[src/rtl/dmem_arbiter_pkg.sv]
// Shared definitions for the dmem arbiter: access-type encodings, lock FSM states,
// and the alignment check used on the granted request.
package dmem_arbiter_pkg;

  localparam logic [2:0] RW_B  = 3'b000;
  localparam logic [2:0] RW_H  = 3'b001;
  localparam logic [2:0] RW_W  = 3'b010;
  localparam logic [2:0] RW_BU = 3'b100;
  localparam logic [2:0] RW_HU = 3'b101;

  typedef enum logic {
    ST_RR    = 1'b0,
    ST_LOCK1 = 1'b1
  } lock_state_e;

  function automatic logic is_misaligned(input logic [2:0] rw_type, input logic [1:0] addr_lo);
    case (rw_type)
      RW_H, RW_HU: return addr_lo[0];
      RW_W:        return (addr_lo != 2'b00);
      default:     return 1'b0;
    endcase
  endfunction

endpackage

[src/rtl/dmem_arbiter_rr_arb2.sv]
// Two-input round-robin arbiter with force overrides; purely combinational one-hot grant.
// Forces only matter on a tie; a lone request is always granted.
module dmem_arbiter_rr_arb2 (
  input  logic       req0,
  input  logic       req1,
  input  logic       last_gnt,
  input  logic       force0,
  input  logic       force1,
  output logic [1:0] gnt
);

  always_comb begin
    gnt = 2'b00;
    if (req0 && req1) begin
      if (force0)        gnt = 2'b01;
      else if (force1)   gnt = 2'b10;
      else if (last_gnt) gnt = 2'b01;
      else               gnt = 2'b10;
    end else if (req0) begin
      gnt = 2'b01;
    end else if (req1) begin
      gnt = 2'b10;
    end
  end

endmodule

[src/rtl/dmem_arbiter.sv]
// Shares dmem between core (port 0) and loader/DMA (port 1): one access/cycle, response 1 cycle after grant.
// No backpressure beyond gnt: requesters hold their request until granted.
module dmem_arbiter
  import dmem_arbiter_pkg::*;
#(
  parameter int AW       = 32,
  parameter int DW       = 32,
  parameter int MAX_LOCK = 8,
  parameter int CW       = 16
) (
  input  logic          clk,
  input  logic          rst_n,
  input  logic          req0,
  input  logic          we0,
  input  logic [AW-1:0] addr0,
  input  logic [2:0]    rwtype0,
  input  logic [DW-1:0] wdata0,
  output logic          gnt0,
  output logic          rvalid0,
  output logic [DW-1:0] rdata0,
  output logic          err0,
  input  logic          req1,
  input  logic          we1,
  input  logic [AW-1:0] addr1,
  input  logic [2:0]    rwtype1,
  input  logic [DW-1:0] wdata1,
  output logic          gnt1,
  output logic          rvalid1,
  output logic [DW-1:0] rdata1,
  output logic          err1,
  input  logic          lock1,
  output logic          mem_w_en,
  output logic          mem_r_en,
  output logic [AW-1:0] mem_addr,
  output logic [2:0]    mem_rw_type,
  output logic [DW-1:0] mem_din,
  input  logic [DW-1:0] mem_dout,
  output logic [CW-1:0] conflict_cnt
);

  localparam int LCW = $clog2(MAX_LOCK + 1);

  lock_state_e    state_q, state_d;
  logic           last_gnt_q, last_gnt_d;
  logic [LCW-1:0] lock_cnt_q, lock_cnt_d;
  logic           rvalid0_q, rvalid1_q;
  logic [DW-1:0]  rdata_q, rdata_d;
  logic           err_q, err_d;
  logic [CW-1:0]  conflict_q, conflict_d;

  logic [1:0] arb_gnt;
  logic       force0, force1, sel_we, misal, any_gnt;

  // In LOCK1 port 1 wins ties until it has used its budget, then port 0 is forced in once.
  assign force0 = (state_q == ST_LOCK1) && (lock_cnt_q == LCW'(MAX_LOCK));
  assign force1 = (state_q == ST_LOCK1) && !force0;

  dmem_arbiter_rr_arb2 u_arb (
    .req0     (req0),
    .req1     (req1),
    .last_gnt (last_gnt_q),
    .force0   (force0),
    .force1   (force1),
    .gnt      (arb_gnt)
  );

  assign gnt0    = rst_n & arb_gnt[0];
  assign gnt1    = rst_n & arb_gnt[1];
  assign any_gnt = gnt0 | gnt1;

  always_comb begin
    mem_addr    = arb_gnt[1] ? addr1   : addr0;
    mem_din     = arb_gnt[1] ? wdata1  : wdata0;
    mem_rw_type = arb_gnt[1] ? rwtype1 : rwtype0;
    sel_we      = arb_gnt[1] ? we1     : we0;
  end

  assign misal    = is_misaligned(mem_rw_type, mem_addr[1:0]);
  assign mem_w_en = any_gnt & !misal & sel_we;
  assign mem_r_en = any_gnt & !misal & !sel_we;

  always_comb begin
    state_d    = state_q;
    last_gnt_d = last_gnt_q;
    lock_cnt_d = lock_cnt_q;
    conflict_d = conflict_q;
    rdata_d    = (mem_r_en) ? mem_dout : '0;
    err_d      = any_gnt & misal;

    case (state_q)
      ST_RR:    if (gnt1 && lock1) state_d = ST_LOCK1;
      ST_LOCK1: if (!req1 || (gnt1 && !lock1) || (gnt0 && force0)) state_d = ST_RR;
      default:  state_d = ST_RR;
    endcase

    if (gnt1)      last_gnt_d = 1'b1;
    else if (gnt0) last_gnt_d = 1'b0;

    // The grant that enters LOCK1 already counts toward the budget.
    if (state_d == ST_LOCK1 && gnt1 && req0 && lock_cnt_q != LCW'(MAX_LOCK))
      lock_cnt_d = lock_cnt_q + LCW'(1);
    else if (gnt0 || state_d == ST_RR)
      lock_cnt_d = '0;

    if (req0 && req1 && conflict_q != {CW{1'b1}})
      conflict_d = conflict_q + CW'(1);
  end

  always_ff @(posedge clk) begin
    if (!rst_n) begin
      state_q    <= ST_RR;
      last_gnt_q <= 1'b1;
      lock_cnt_q <= '0;
      rvalid0_q  <= 1'b0;
      rvalid1_q  <= 1'b0;
      rdata_q    <= '0;
      err_q      <= 1'b0;
      conflict_q <= '0;
    end else begin
      state_q    <= state_d;
      last_gnt_q <= last_gnt_d;
      lock_cnt_q <= lock_cnt_d;
      rvalid0_q  <= gnt0;
      rvalid1_q  <= gnt1;
      rdata_q    <= rdata_d;
      err_q      <= err_d;
      conflict_q <= conflict_d;
    end
  end

  assign rvalid0      = rst_n & rvalid0_q;
  assign rvalid1      = rst_n & rvalid1_q;
  assign rdata0       = rvalid0 ? rdata_q : '0;
  assign rdata1       = rvalid1 ? rdata_q : '0;
  assign err0         = rvalid0 & err_q;
  assign err1         = rvalid1 & err_q;
  assign conflict_cnt = conflict_q;

endmodule

[config.mk]
export PLATFORM = sky130hd
export DESIGN_NAME = dmem_arbiter
export DESIGN_NICKNAME = d
export VERILOG_FILES = /design/src/rtl/dmem_arbiter_pkg.sv /design/src/rtl/dmem_arbiter_rr_arb2.sv /design/src/rtl/dmem_arbiter.sv
export SDC_FILE = /design/constraint.sdc
export NUM_CORES = 1
export LEC_CHECK = 0
export ABC_AREA = 1
export CAP_MARGIN = 30
export CORE_AREA = 2 2 126 128
export DETAILED_ROUTE_END_ITERATION = 6
export DIE_AREA = 0 0 128 130
export GPL_TIMING_DRIVEN = 0
export SLEW_MARGIN = 5
export SYNTH_ARGS = -nofsm -noshare
export SYNTH_HDL_FRONTEND = slang
export SYNTH_SLANG_ARGS = --single-unit
export TNS_END_PERCENT = 100
[constraint.sdc]
create_clock -name clk -period 3.1 [get_ports clk]
set_clock_uncertainty 0.15 [all_clocks]
set_input_delay 0.62 -clock clk [delete_from_list [all_inputs] [get_ports clk]]
set_output_delay 0.62 -clock clk [all_outputs]
set_load 0.005 [all_outputs]
======== Word-level counts from Yosys, hierarchy flattened ========
Index checks and enable logic that the tools add are counted.
storage, ports and cells
  flip-flop bits (word level) ............. 57
  input port bits ......................... 173
  output and inout bits ................... 155
  word-level logic and storage cells ...... 71
operators by class
  add/subtract/negate cells ............... 2
  equal/unequal tests ..................... 6
  multiplexer cells ....................... 18
  bitwise gates (word level) .............. 14
  reductions and logical operators ........ 23
operators by type and width
  kind                   count
  $mux 32                4
  $add 16x1->16 const B  1
  $ne 16x16->1 const B   1
  $mux 2                 6
  $and 1x1->1            10
  $logic_and 1x1->1      10
  $mux 4                 2
  $logic_not 1->1        5
  $add 4x1->4 const B    1
  $eq 4x4->1 const B     1
  $ne 4x4->1 const B     1
  $pmux 1 s2             2
  $reduce_bool 2->1      2
  $reduce_or 2->1        2
  $eq 3x1->1 const B     1
  $eq 3x2->1 const B     1
  $eq 3x3->1 const B     1
  $logic_or 1x1->1       3
  $mux 1                 3
  $mux 3                 1
  $not 1->1              3
  $reduce_and 2->1       1
  $or 1x1->1             1

======== Depth between registers and ports, before layout ========
Gate-level depths: netlist of the first run.
  word-level depth ........................ 17
  depth in mapped cells ................... 12

======== Hierarchy ========
A second synthesis of the first run with hierarchy kept.
unflattened totals
  cell total of the unflattened synthesis .. 532
  area, all modules ....................... 3707.3 um^2
modules (own cells, without submodules)
  module                instances  cells an instance  area each (um^2)  seq. area each (um^2)
  dmem_arbiter          1          521                3664.8            1141.1
  dmem_arbiter_rr_arb2  1          11                 42.5              0.0

======== Worst setup path after synthesis of the first run ========
Ideal clock, no wire load.
  kind .................................... input to output
  start point ............................. input req1
  end point ............................... output mem_r_en
  arrival time ............................ 1.714 ns
  data required time ...................... 2.330 ns
  slack ................................... 0.616 ns
  stages on the path ...................... 10
  path buffers ............................ 1
  cell sequence ........................... inv_1 -> a21oi_2 -> nand2_2 -> nand2_4 -> inv_4 -> or2_0 -> o21ai_2 -> nand4_4 -> buf_6 -> inv_1
between the ends
  cells in the longest elaborated chain, start to end .. 10
RTL lines
  element                                          RTL line                    source
  start: declaration                               dmem_arbiter.sv:22          input logic req1,
  $mux 2                                           dmem_arbiter_rr_arb2.sv:21  end else if (req1) begin
  $mux 2                                           dmem_arbiter_rr_arb2.sv:19  end else if (req0) begin
  $mux 2 *                                         dmem_arbiter_rr_arb2.sv:14  if (req0 && req1) begin
  $mux 3                                           dmem_arbiter.sv:74          mem_rw_type = arb_gnt[1] ? rwtype1 : rwtype0;
  $eq 3x1->1 / $eq 3x3->1 (equally long branches)  dmem_arbiter_pkg.sv:17      case (rw_type)
  $reduce_or 2->1                                  dmem_arbiter_pkg.sv:17
  $pmux 1 s2                                       dmem_arbiter_pkg.sv:17
  $logic_not 1->1                                  dmem_arbiter.sv:80          assign mem_r_en = any_gnt & !misal & !sel_we;
  $and 1x1->1                                      dmem_arbiter.sv:80
  $and 1x1->1 *                                    dmem_arbiter.sv:80
  end: declaration                                 dmem_arbiter.sv:33          output logic mem_r_en,
Mark *: on every way between the ends. The rest lies on a longest branch, timed or not.

======== Worst setup path after layout of the first run ========
  start point ............................. input req1
  end point ............................... output mem_addr[22]
between the ends
  cells in the longest elaborated chain, start to end .. 4
RTL lines
  element           RTL line                    source
  $mux 2            dmem_arbiter_rr_arb2.sv:21
  $mux 2            dmem_arbiter_rr_arb2.sv:19
  $mux 2 *          dmem_arbiter_rr_arb2.sv:14
  $mux 32 *         dmem_arbiter.sv:72          mem_addr = arb_gnt[1] ? addr1 : addr0;
  end: declaration  dmem_arbiter.sv:34          output logic [AW-1:0] mem_addr,
Marked as above.

==> results.cfg, run 1 <==
[status]
status = complete, no violations

[clocking]
root_buffer = clkbuf_16
cts_tree = done
clk_pin_slew_ps = 50
insertion_delay_ps = 320
htreeDepth = 3
cts.sinks = 57
clock_path_buffers = 2
cts_inserted_buffers = 9
cts_hold_buffers = 0

[timing]
finalSetupViolations = 0
slew-limit-headroom_pct = 52.8
final_hold_viol_count = 0
min_period_over_period_pct = 96.7
drv_slew = 0
tightest_slew_ps = 701
hold_slack_ps = 348
max_freq_mhz = 334
finalCriticalPeriod_ps = 3000

[min_path]
min_from = last_gnt_q
hold_class = flop to flop

[cells_and_area]
final_cell_area_sq_mm = 0.00776
final_cell_mix = clkdlybuf4s50_1 (305), nand2_1 (239), nor2_1 (105), inv_1 (101), dfxtp_1 (55)
layout-drive-gt1-share_pct = 8.30
stdcell_count = 1180
post-route-util_pct = 50.3
synthToLayoutAreaGrowth_pct = 118
final_common_cell = clkdlybuf4s50_1
layout.nets = 1160
n_antenna_cell = 0

[critical_path]
end_kind = primary output
crit_family = buffers and inverters
crit_cells = 10
path_cells = clkbuf_4, inv_1, a21oi_2, nand2_4, nand2_8, buf_12, buf_6, nand2_1, nand2_1, clkdlybuf4s50_1
worst_setup_path_start_kind = input pin
worstPathArrival_ps = 2230
crit_path_start = req1
cp_slowest_cell = clkdlybuf4s50_1
reg2reg_from = conflict_cnt[0]
endpoint = mem_addr[22]
crit_fanout = 10
reg2reg_to = conflict_cnt[14]
max_stage_delay_ps = 530
path_common_cell = nand2_1
reg2regPathDepth = 8
cp_num_buf_inv = 5
critPathKind = input pin to primary output
cp.required_ps = 2330
rrSetupSlack_ps = 850

[power_and_ir_drop]
swShare_pct = 26.5
ir_worst_vdd_uv = 193
power_frac_seq_pct = 30.7
leakagePower_nw = 3.56
combPwrFrac_pct = 33.0
powerDensity_mw_per_mm2 = 325
internal_power_mw = 1.85
finalPower_mw = 2.52
p_clk_share_pct = 36.4
switchingPower_uw = 668

[global_route]
antenna_found_initial = 0
grt_pass1_wl_mm = 24.7
grt_pass1_vias = 4601
grt_overflow = 0
grt_start_max_net_pins = 11
grtUsageTotal_pct = 19.4

[placement]
placed_cell_area_sq_mm = 0.00707
post-place-cells = 1150
gp_congestion = 0.819
buffer_ports.inserted = 327
dp_hpwl_mm = 13.7

[logic_synthesis]
yosysSeqAreaShare_pct = 32.1
syn_avg_cell_area_sq_um = 5.64
yosys_register_bits = 57
ys_types = 28
syn_nets = 807
synthCells = 631
synth_area_sq_mm = 0.00356
ys_warn_count = 0

[detailed_routing]
wl_per_cell_microns = 14.3
antenna_left = 0
via_per_inst = 4.16
num_vias = 4907
routed_wl_mm = 16.9
drt_iter0_markers = 216
drt-pass1-iter-count = 4
drcViolationCount = 0

[floorplan]
die_area_sq_mm = 0.0166
pin_count = 328
core-area_sq_mm = 0.0154
rows = 46
die_h_microns = 130
start_util_pct = 23.1
die_w_microns = 128

[run]
max-cap-violations = 0
-- sequential cells by signal (all words and copies together) (netlist names) --
name	count
lock_cnt_q	4
state_q	1
conflict_cnt	16
last_gnt_q	1
rvalid0_q	1
rvalid1_q	1
rdata_q	32
err_q	1
-- routing by layer --
layer,up-vias,share of wire [%],global-route usage [%]
met3,17,7.8,6.48
li1,2573,-,-
met5,-,0,0
met4,0,1.5,5.30
met2,184,53,36.3
met1,2133,38,20.8
-- cells in the mapped netlist (all sizes together) --
| master | number | area, sq um |
|---|---|---|
| nor4 | 1 | 6.26 |
| or2 | 1 | 6.26 |
| dfxtp | 57 | 1140 |
| nand4 | 5 | 46.3 |
| buf | 10 | 61.3 |
| o21ai | 10 | 53.8 |
| inv | 103 | 389 |
| xor2 | 7 | 61.3 |
| nand2 | 246 | 933 |
| nor3 | 10 | 50.1 |
| nor3b | 2 | 15.0 |
| clkbuf | 16 | 60.1 |
| a21oi | 17 | 88.8 |
| nand3b | 2 | 15.0 |
| xnor2 | 3 | 26.3 |
| a21boi | 1 | 7.51 |
| ha | 3 | 37.5 |
| nand3 | 24 | 120 |
| nor2 | 113 | 439 |
-- power by group through the flow --
| stage | combinational [mW] | sequential (mW) | clock (mW) |
|---|---|---|---|
| global placement | 0.771 | 0.786 | 0 |
| global route | 0.914 | 0.776 | 0.973 |
| finish | 0.832 | 0.773 | 0.917 |
| CTS | 0.818 | 0.773 | 0.942 |
| floorplan | 0.245 | 0.784 | 0 |
| detailed placement | 0.769 | 0.787 | 0 |
-- kinds of logic (layout without fill, tap and decap cells) --
group | Yosys count | count (layout) | synth area share (%)
AOI/OAI and AO/OA | 28 | 28 | 4.22
buffers and inverters | 129 | 485 | 14.3
adders and majority gates | 3 | 3 | 1.05
xor gates and xnor gates | 10 | 10 | 2.46
DFF | 57 | 57 | 32.1
and+or+nand+nor | 404 | 405 | 45.9
-- worst register-to-register path: cells and delay by family (launching register included) --
kind,cells,cell delay [ps]
AO/OA/AOI/OAI,1,150
buffers and inverters,1,440
adder cells (fa/ha/maj),1,240
flip-flops,1,450
AND/OR/NAND/NOR,5,740
-- stage by stage --
step | TNS, ps | setup WS (ps)
2_1_floorplan | 0 | 616
3_3_place_gp | -86810 | -1000
3_5_place_dp | -86320 | -1010
4_1_cts | -158 | -49.4
5_1_grt | -16.0 | -13.2
6_report | 0 | 103
-- cell type report --
class | instances | area, sq um
Buffer | 26 | 299
Multi-Input combinational cell | 446 | 2000
Fill cell | 1605 | 7660
Clock inverter | 3 | 15.0
Tap cell | 192 | 240
Clock buffer | 12 | 267
Inverter | 103 | 399
Timing Repair Buffer | 341 | 3400
Sequential cell | 57 | 1140
-- repair_timing --
action                                  in CTS  in global routing
gates cloned                                 1                  0
gates resized for setup                     84                 39
endpoints found under the setup margin     138                101
setup buffers                                5                  9
pin swaps                                    6                  5
-- worst min path at each step --
| stage | slack, ps | cells past startpoint | to |
|---|---|---|---|
| after global placement | 330 | 2 | last_gnt_q |
| after detailed placement | 340 | 2 | last_gnt_q |
| after floorplan | 320 | 2 | last_gnt_q |
| after CTS | 350 | 2 | last_gnt_q |
| after global routing | 360 | 2 | last_gnt_q |
| final | 350 | 2 | last_gnt_q |
Power figures use the tool's default switching activity.
==> run 2: changes to the inputs <==
CORE_AREA = 2 2 128 130   (was 2 2 126 128)
CTS_CLUSTER_DIAMETER = 50   (was not set)
DIE_AREA = 0 0 130 132   (was 0 0 128 130)
SKIP_LAST_GASP = 1   (was not set)
==> results.cfg, run 2 (synthesis gave the netlist of run 1 again) <==
[status]
status = complete, no violations

[cells_and_area]
layout-drive-gt1-share_pct = 8.06
synthToLayoutAreaGrowth_pct = 122
n_antenna_cell = 0
top_register = rdata_q
layout.nets = 1164
final_cell_mix = clkdlybuf4s50_1 (286), nand2_1 (240), nor2_1 (106), inv_1 (101), dfxtp_1 (55)
multi_input_area_sq_mm = 0.00199
ff_latch_area_sq_mm = 0.00114
final_common_cell = clkdlybuf4s50_1
nFillCells = 1610
largest_reg_flops = 32
stdcell_count = 1209

[critical_path]
reg2reg_from = lock_cnt_q[1]
cp_num_buf_inv = 4
max_stage_delay_ps = 510
cp.required_ps = 2330
path_cells = inv_1, ha_1, nand4_1, nand2_4, nand2_8, buf_12, buf_12, nand2_1, nand2_1, clkdlybuf4s50_1
end_kind = primary output
cp_slowest_cell = clkdlybuf4s50_1
rrSetupSlack_ps = 650
crit_family = buffers and inverters
reg2reg_to = rdata_q[17]
critPathKind = flop to primary output
reg2regPathDepth = 15
crit_fanout = 10
worstPathArrival_ps = 2220
worst_setup_path_start_kind = flop

[timing]
finalSetupViolations = 0
slew-limit-headroom_pct = 52.1
drv_slew = 0
min_period_over_period_pct = 96.5
tightest_slew_ps = 713
final_hold_viol_count = 0
max_freq_mhz = 334
rsz0062_at_grt = yes
finalCriticalPeriod_ps = 2990
hold_slack_ps = 350

[floorplan]
die_area_sq_mm = 0.0172
rows = 46
die_h_microns = 132
die_w_microns = 130
pin_count = 328
core-area_sq_mm = 0.0157
start_util_pct = 22.6

[clocking]
cts.sinks = 57
cts_inserted_buffers = 9
clock_path_buffers = 2
clk_pin_slew_ps = 50
insertion_delay_ps = 320
cts_tree = done
cts_hold_buffers = 0
root_buffer = clkbuf_16
htreeDepth = 3

[min_path]
min_from = last_gnt_q
hold_path_end = last_gnt_q
hold_depth = 2
hold_class = flop to flop

[power_and_ir_drop]
leakagePower_nw = 3.81
powerDensity_mw_per_mm2 = 317
ir_worst_vdd_uv = 180

[global_route]
grt_start_max_net_pins = 11
grtUsageTotal_pct = 18.9
antenna_found_initial = 0
grt_pass1_vias = 4801
grt_overflow = 0
grt_pass1_wl_mm = 25.3

[placement]
gp_congestion = 0.840
dp_hpwl_mm = 13.4
buffer_ports.inserted = 327
post-place-cells = 1174

[detailed_routing]
antenna_left = 0
num_vias = 4912
drt_iter0_markers = 189
via_per_inst = 4.06
drt-pass1-iter-count = 4
wl_per_cell_microns = 13.5
routed_wl_mm = 16.4
drcViolationCount = 0

[run]
max-cap-violations = 0
[run 2: cell type report]
class                           count  share of cell area, %
Buffer                             26                   4.17
Clock buffer                       13                   3.29
Clock inverter                      3                  0.190
Inverter                          103                   5.04
Multi-Input combinational cell    446                   25.2
Sequential cell                    57                   14.5
Tap cell                          216                   3.42
Timing Repair Buffer              344                   44.2
Timing Repair inverter              1                  0.111
[run 2: worst min-delay path: stages, from the launching register on]
cell and delay [ps]:
dfxtp_1 340, a21oi_1 80, nand2_1 60
[run 2: worst max-delay path by stage]
| stage | cells past startpoint | to | slack (ps) | from |
|---|---|---|---|---|
| 3_5_place_dp | 9 | mem_din[1] | -1060 | req0 |
| 6_report | 10 | mem_addr[18] | 110 | lock_cnt_q[1] |
| 4_1_cts | 10 | mem_din[1] | -30 | lock_cnt_q[0] |
| 5_1_grt | 11 | mem_r_en | -50 | lock_cnt_q[0] |
| 3_3_place_gp | 9 | mem_din[1] | -1050 | req0 |
| 2_1_floorplan | 10 | mem_r_en | 620 | req1 |
[run 2: stage by stage]
step	setup WS (ps)	TNS (ps)	cell area, sq um	power, mW	util, %
after floorplan	616	0	3560	1.03	-
after global placement	-1050	-86220	7100	1.55	45.2
after detailed placement	-1060	-88350	7100	1.55	45.2
after CTS	-31.2	-31.2	7660	2.53	48.7
after global routing	-51.3	-130	7910	2.66	50.4
final	107	0	7910	2.51	50.4
[run 2: what timing repair did]
| item | in CTS | in global routing |
|---|---|---|
| setup buffers | 8 | 8 |
| pin swaps | 5 | 4 |
| resized for setup | 81 | 54 |
| cloned | 1 | 2 |
| endpoints found under the setup margin | 138 | 93 |
[run 2: report_power, final]
part           switching [mW]  internal, mW
Sequential             0.0106         0.762
Clock                   0.327         0.579
Combinational           0.327         0.505
[run 2: routing by layer]
layer	GRT usage, %	share of wire (%)	vias up	wire, microns
li1	-	-	2584	-
met1	20.7	38	2121	6240
met2	34.8	53	187	8630
met3	5.24	7.4	20	1220
met4	5.79	1.8	0	295
met5	0	0	-	0
